**config.mk**
```make
export PLATFORM = sky130hd
export DESIGN_NAME = cmd_exec
export DESIGN_NICKNAME = d
export VERILOG_FILES = /design/src/rtl/cmd_exec.sv
export SDC_FILE = /design/constraint.sdc
export NUM_CORES = 1
export LEC_CHECK = 0
export CAP_MARGIN = 20
export CORE_MARGIN = 1.5
export CORE_UTILIZATION = 26
export CTS_BUF_LIST = sky130_fd_sc_hd__clkbuf_8
export CTS_CLUSTER_DIAMETER = 120
export DETAILED_ROUTE_END_ITERATION = 8
export DONT_BUFFER_PORTS = 1
export PLACE_DENSITY = 0.36
export SLEW_MARGIN = 20
export SYNTH_ARGS = -nofsm -noshare
export SYNTH_HDL_FRONTEND = slang
export SYNTH_SLANG_ARGS = --single-unit
```
**constraint.sdc**
```tcl
create_clock -name clk -period 5.2 [get_ports clk]
set_input_delay 0.78 -clock clk [delete_from_list [all_inputs] [get_ports clk]]
set_output_delay 0.78 -clock clk [all_outputs]
set_load 0.1 [all_outputs]
```
**src/rtl/cmd_exec.sv**
```systemverilog
// Command executor: accepts one 2-bit command per start/ready handshake, runs it for a
// fixed per-command latency, then pulses done and tracks a saturating completion count.
module cmd_exec #(
    parameter int unsigned LAT_A  = 1,
    parameter int unsigned LAT_B  = 10,
    parameter int unsigned LAT_C  = 4,
    parameter int unsigned LAT_D  = 16,
    parameter int unsigned CNT_W  = 5,
    parameter int unsigned STAT_W = 16
) (
    input  logic              clk,
    input  logic              rst,
    input  logic              start,
    input  logic [1:0]        cmd,
    input  logic              abort,
    output logic              ready,
    output logic              busy,
    output logic              done,
    output logic [1:0]        done_cmd,
    output logic              aborted,
    output logic [STAT_W-1:0] cmd_count
);

    localparam int unsigned LAT_MAX = (2 ** CNT_W) - 1;

    // Every latency must fit the counter and be non-zero.
    generate
        if (LAT_A < 1 || LAT_A > LAT_MAX || LAT_B < 1 || LAT_B > LAT_MAX ||
            LAT_C < 1 || LAT_C > LAT_MAX || LAT_D < 1 || LAT_D > LAT_MAX) begin : g_bad_lat
            $fatal(1, "cmd_exec: each LAT_x must be in 1..2^CNT_W-1");
        end
    endgenerate

    typedef enum logic [1:0] {
        S_IDLE = 2'd0,
        S_BUSY = 2'd1,
        S_DONE = 2'd2
    } state_t;

    state_t            state, state_n;
    logic [CNT_W-1:0]  cnt, cnt_n;
    logic [1:0]        cmd_q, cmd_q_n;
    logic              ready_n, busy_n, done_n, aborted_n;
    logic [1:0]        done_cmd_n;
    logic [STAT_W-1:0] cmd_count_n;

    function automatic logic [CNT_W-1:0] lat_of(input logic [1:0] c);
        case (c)
            2'b00:   lat_of = CNT_W'(LAT_A);
            2'b01:   lat_of = CNT_W'(LAT_B);
            2'b10:   lat_of = CNT_W'(LAT_C);
            default: lat_of = CNT_W'(LAT_D);
        endcase
    endfunction

    // State and registered outputs.
    always_ff @(posedge clk) begin
        if (rst) begin
            state     <= S_IDLE;
            cnt       <= '0;
            cmd_q     <= 2'b00;
            ready     <= 1'b1;
            busy      <= 1'b0;
            done      <= 1'b0;
            done_cmd  <= 2'b00;
            aborted   <= 1'b0;
            cmd_count <= '0;
        end else begin
            state     <= state_n;
            cnt       <= cnt_n;
            cmd_q     <= cmd_q_n;
            ready     <= ready_n;
            busy      <= busy_n;
            done      <= done_n;
            done_cmd  <= done_cmd_n;
            aborted   <= aborted_n;
            cmd_count <= cmd_count_n;
        end
    end

    // Next-state and next-output logic; abort takes priority over natural completion.
    always_comb begin
        state_n     = state;
        cnt_n       = cnt;
        cmd_q_n     = cmd_q;
        done_cmd_n  = done_cmd;
        aborted_n   = aborted;
        cmd_count_n = cmd_count;

        case (state)
            S_IDLE, S_DONE: begin
                if (start) begin
                    cmd_q_n = cmd;
                    cnt_n   = lat_of(cmd);
                    state_n = S_BUSY;
                end else begin
                    state_n = S_IDLE;
                end
            end
            S_BUSY: begin
                if (abort) begin
                    state_n    = S_DONE;
                    done_cmd_n = cmd_q;
                    aborted_n  = 1'b1;
                end else if (cnt == CNT_W'(1)) begin
                    state_n    = S_DONE;
                    done_cmd_n = cmd_q;
                    aborted_n  = 1'b0;
                    if (cmd_count != {STAT_W{1'b1}}) begin
                        cmd_count_n = cmd_count + STAT_W'(1);
                    end
                end else begin
                    cnt_n = cnt - CNT_W'(1);
                end
            end
            default: state_n = S_IDLE;
        endcase

        ready_n = (state_n != S_BUSY);
        busy_n  = (state_n == S_BUSY);
        done_n  = (state_n == S_DONE);
    end

endmodule
```
# After elaboration in Yosys (flattened, before gate mapping)
# Index checks and enable logic that the tools add are counted.
[classes]
n_addsub = 2
n_eq_ne = 12
muxes = 13
reduce_logical = 9
n_bitwise = 1
[op_table]
columns = ["op", "n"]
rows = [
  ["16-bit by 1-bit adder with 16-bit output, second input constant", 1],
  ["16-bit inequality test, second input constant", 1],
  ["5-bit 2-to-1 mux", 3],
  ["5-bit one-hot mux with 3 select lines", 1],
  ["5-bit one-hot mux with 2 select lines", 1],
  ["2-bit 2-to-1 mux", 4],
  ["4-bit AND reduction", 2],
  ["2-bit by 1-bit == test with 1-bit output, second input constant", 3],
  ["2-bit == test, second input constant", 3],
  ["2-bit inequality test, second input constant", 3],
  ["5-bit by 1-bit == test with 1-bit output, second input constant", 1],
  ["5-bit by 1-bit subtractor with 5-bit output, second input constant", 1],
  ["2-bit logical NOT", 2],
  ["2-bit one-hot mux with 2 select lines", 1],
  ["2-bit AND reduction", 2],
  ["2-bit nonzero test", 2],
  ["1-bit 2-to-1 mux", 3],
  ["2-bit by 1-bit inequality test with 1-bit output, second input constant", 1],
  ["2-bit OR reduction", 1],
  ["1-bit inverter", 1],
]
[totals]
ff_bits = 31
elab_cells = 46

# Depth between registers and ports, before layout
[depth]
ltp_word = 5
depth_mapped = 7

# Worst setup path after synthesis
# OpenSTA, ideal clock, no wires.
[synth_timing]
kind = "flip-flop to flip-flop"
startpoint = "register cmd_count[0]"
endpoint = "register cmd_count[1]"
path_stages_with_launch = 8
period_less_slack_ps = 2462
arrival_time_ps = 2391
path_slack_ps = 2738
path_buffers = 2
setup_ps = 71
path_cell_list = "dfxtp_1 > ha_1 > and4_1 > and4bb_4 > buf_2 > buf_2 > o21ai_0 > a21oi_1"
[synth_via]
elab_chain_cells = 2
elab_cells_between_ends = 3
classes_between = "add/sub: 1; eq/ne: 1; reduce/logical: 1"
[synth_rtl]
columns = ["element", "line", "rtl"]
rows = [
  ["start, declared", "21", "output logic [STAT_W-1:0] cmd_count"],
  ["start signal, assigned", "77", "cmd_count <= cmd_count_n;"],
  ["parallel branches: the longest is 2 deep, another holds 16-bit by 1-bit adder with 16-bit output", "n/a", ""],
]
# Several ways; the timed one is not identified.
# A chain may end at the register's enable or synchronous reset.

# Worst setup path in the final report
[layout_timing]
startpoint = "register cmd_count[2]"
endpoint = "register cmd_count[15]"
# Same word-level chain as after synthesis.

==> summary.txt <==
Critical path
  – Crit end category: register
  – CP max FO: 11
  – Critical Path AT: 2790 ps
  – R2r setup slk: 2580 ps
  – CP cell instances: and4_1, nand4_1, nor4_1, mux2_2
  – CP peak stage delay: 1050 ps
  – Slowest CP cell: dfxtp_1
  – Critical path's top delay family: simple AND/OR/NAND/NOR gates
  – Buf/Inv on CP: 0
  – R2r startpoint: cmd_count[2]$_SDFFE_PP0P_
  – CP startpoint kind: register
  – R2R Path End: cmd_count[15]$_SDFFE_PP0P_
  – Critical path type: register to register
  – Cell count of the worst reg-to-reg path: 4
  – Required time worst endpoint: 5370 ps

Hold path
  – Hold path cells: 2
  – Hold/Removal Path Class: register to register
  – Beginning of the worst hold path: cnt[0]$_SDFFE_PP0P_
  – Hold endpoint: cnt[0]$_SDFFE_PP0P_

Power
  – P_int: 379 uW
  – Leakage: 0.000540 uW
  – Net switching power: 133 uW
  – Clock power frac: 0.409
  – PwrDens: 315 mW/mm^2
  – Reg power frac: 0.525
  – Gate power share: 0.066
  – Sw Ratio: 0.260
  – Worst VDD drop: 127 uV

Clock network
  – H-tree depth: 2
  – CTS resizes: 0
  – Clock transition at path regs: 70 ps
  – CTS tree: built
  – CTS Buf Count: 5
  – Post-CTS Setup Bufs: 0
  – Post-CTS Hold Buffers: 0
  – Root Driver: clkbuf_8
  – CTS Buffer Depth: 2
  – CTS Sinks: 31
  – Clock latency on the worst-skew pair: 280 ps

STA
  – Worst Tran Pin Value: 1110 ps
  – Number of setup violations in the final report: 0
  – Slew Viols, Final: 0
  – RSZ-0062 raised after global routing: false
  – Final Cycle Share: 0.505
  – Setup TNS: 0 ps
  – Relative max-transition margin: 0.257
  – Worst clock skew: 4.07 ps
  – PnR worst setup slack: 2580 ps
  – Max Freq: 381 MHz
  – Hold Fails Final Rpt: 0
  – Fin crit period: 2620 ps

Yosys
  – Post-synth EDFFs: 0
  – Mux contribution to synthesized area: 0.0427
  – Ys Warns: 0
  – Synth Net Count: 175
  – Post-synthesis compound-gate area fraction: 0.175
  – Post-Synth Simple-Gate Area: 0.293
  – Count leader, synth: dfxtp_1
  – Area share of the largest cell type after synthesis: 0.424
  – Top cell type by total area after synthesis: dfxtp_1
  – Asr flop ratio synth: 0
  – Top cells by count, synth: dfxtp_1 (31), a21oi_1 (17), nor2_1 (13)
  – Ys flop type: dfxtp_1
  – Mapped Avg Cell Area: 8.82 sq um
  – Cell Area, Synth: 0.00146 sq mm
  – Register area share after synthesis: 0.424
  – #FFs+latches synth: 31
  – Post-synthesis cell count: 166
  – Adder-Cell Fraction of Synth Area: 0.0256
  – XOR/XNOR share of the synthesized area: 0.00598
  – Library cells used by synthesis: 36
  – Synth top area cells: dfxtp_1 (42%), a21oi_1 (5.8%), o31ai_1 (5.1%), or4_1 (5.1%), o21ai_0 (3.4%)
  – Largest family of logic cells by synthesized area: simple AND/OR/NAND/NOR gates

Floorplanning
  – Initial Util: 0.267
  – Core ar.: 0.00547 sq mm
  – Row cnt: 27
  – Die Ht: 78.0 um
  – Num ports: 28
  – Die Width: 78.0 um
  – Die ar.: 0.00609 sq mm

Placement
  – Port Buffers: 0
  – Dpl cells: 231
  – Placement Setup Slack: 2600 ps
  – Placer Congestion: 0.782
  – DP Wirelength: 2510 um

Cells and area
  – Layout fillers: 609
  – Post-Route Utilization: 0.297
  – Share of post-route cells with drive strength above 1: 0.0838
  – Nets: 175
  – Final non-filler cell total: 239
  – Area Growth Syn to Fin: 10.9%
  – Antenna cell count: 0

Global routing
  – Total GRT Usage: 0.128
  – Congestion Overflow GR: 0
  – Initial antenna violation count: 0
  – Number of global-route vias before repair: 1176
  – First-pass GRT wire length: 5930 um
  – Largest net degree at the start of global routing: 33

Drt
  – DR iter-0 viols: 55
  – DR vias/cell: 5.23
  – Vias: 1251
  – Antenna-violating nets left: 0
  – Drt total wl: 3630 um
  – Routed len/inst: 15.2 um
  – DRC: 0
  – DRT Pass-1 Iters: 4

Outcome
  – Run status: completed

Flow run
  – Max_cap viols: 0
## sequential cells by signal, summed over array words and instances, names as in the netlist
name,count
cnt,5
cmd_q,2
aborted,1
cmd_count,16
done,1
done_cmd,2
state,2
busy,1
ready,1
## worst max-delay path by stage
stage                                 endpoint                       from  slack [ps]  cells past startpoint
CTS                 cmd_count[15]$_SDFFE_PP0P_  cmd_count[2]$_SDFFE_PP0P_        2580                      4
finish              cmd_count[15]$_SDFFE_PP0P_  cmd_count[2]$_SDFFE_PP0P_        2580                      4
global route        cmd_count[15]$_SDFFE_PP0P_  cmd_count[0]$_SDFFE_PP0P_        2430                      4
global placement    cmd_count[15]$_SDFFE_PP0P_  cmd_count[2]$_SDFFE_PP0P_        2610                      4
detailed placement  cmd_count[15]$_SDFFE_PP0P_  cmd_count[2]$_SDFFE_PP0P_        2600                      4
floorplan            cmd_count[1]$_SDFFE_PP0P_  cmd_count[0]$_SDFFE_PP0P_        2740                      7
## power groups by stage
stage	logic (uW)	registers [uW]	clock network (uW)
6_report	33.8	269	210
5_1_grt	38.6	270	232
4_1_cts	34.3	269	219
3_5_place_dp	34.1	274	0
3_3_place_gp	34.4	274	0
2_1_floorplan	30.3	272	0
## tightest hold or removal path: cells and delay by family, from the launching register on
family	cells	cell delay [ps]
flip-flops	1	330
AO/OA/AOI/OAI	1	60
AND/OR/NAND/NOR	1	60
## cell usage in the layout (no fill, tap or decap), drive strengths merged, types with 5 or more instances in the layout
cell	instances
dfxtp	31
a21oi	18
nor2	13
nand2	11
o31ai	10
or4	10
o21ai	10
clkbuf	7
inv	6
or3	5
## routing by layer
metal  up-vias  share of wire  global-route usage
li1        621              -                   -
met1       600           0.49               0.165
met2        23           0.43               0.177
met3         7          0.060              0.0547
met4         0          0.021              0.0732
met5         -              0                   0
## cell type report
cell class	count	area, sq um	share of cell area
clock inverter	1	3.75	0.00231
clock buffer	7	96.3	0.0593
sequential	31	621	0.382
tap	72	90.1	0.0555
inverter	5	18.8	0.0116
multi-input combinational	123	795	0.489
## logic make-up (layout without fill, tap and decap cells)
kind of cell / after synthesis / in the layout
XOR/XNOR: 1 / 1
AO/OA/AOI/OAI: 43 / 43
buffers and inverters: 12 / 13
flip-flops: 31 / 31
AND/OR/NAND/NOR: 70 / 70
multiplexers: 6 / 6
adder cells (fa/ha/maj): 3 / 3
## per-stage QoR
step,hold WS [ps],power (uW),area [sq um]
CTS,498,522,1620
detailed placement,487,308,1520
global placement,473,308,1520
finish,490,512,1620
global route,536,540,1620
floorplan,460,303,1460
(Power assumes the default switching activity.)
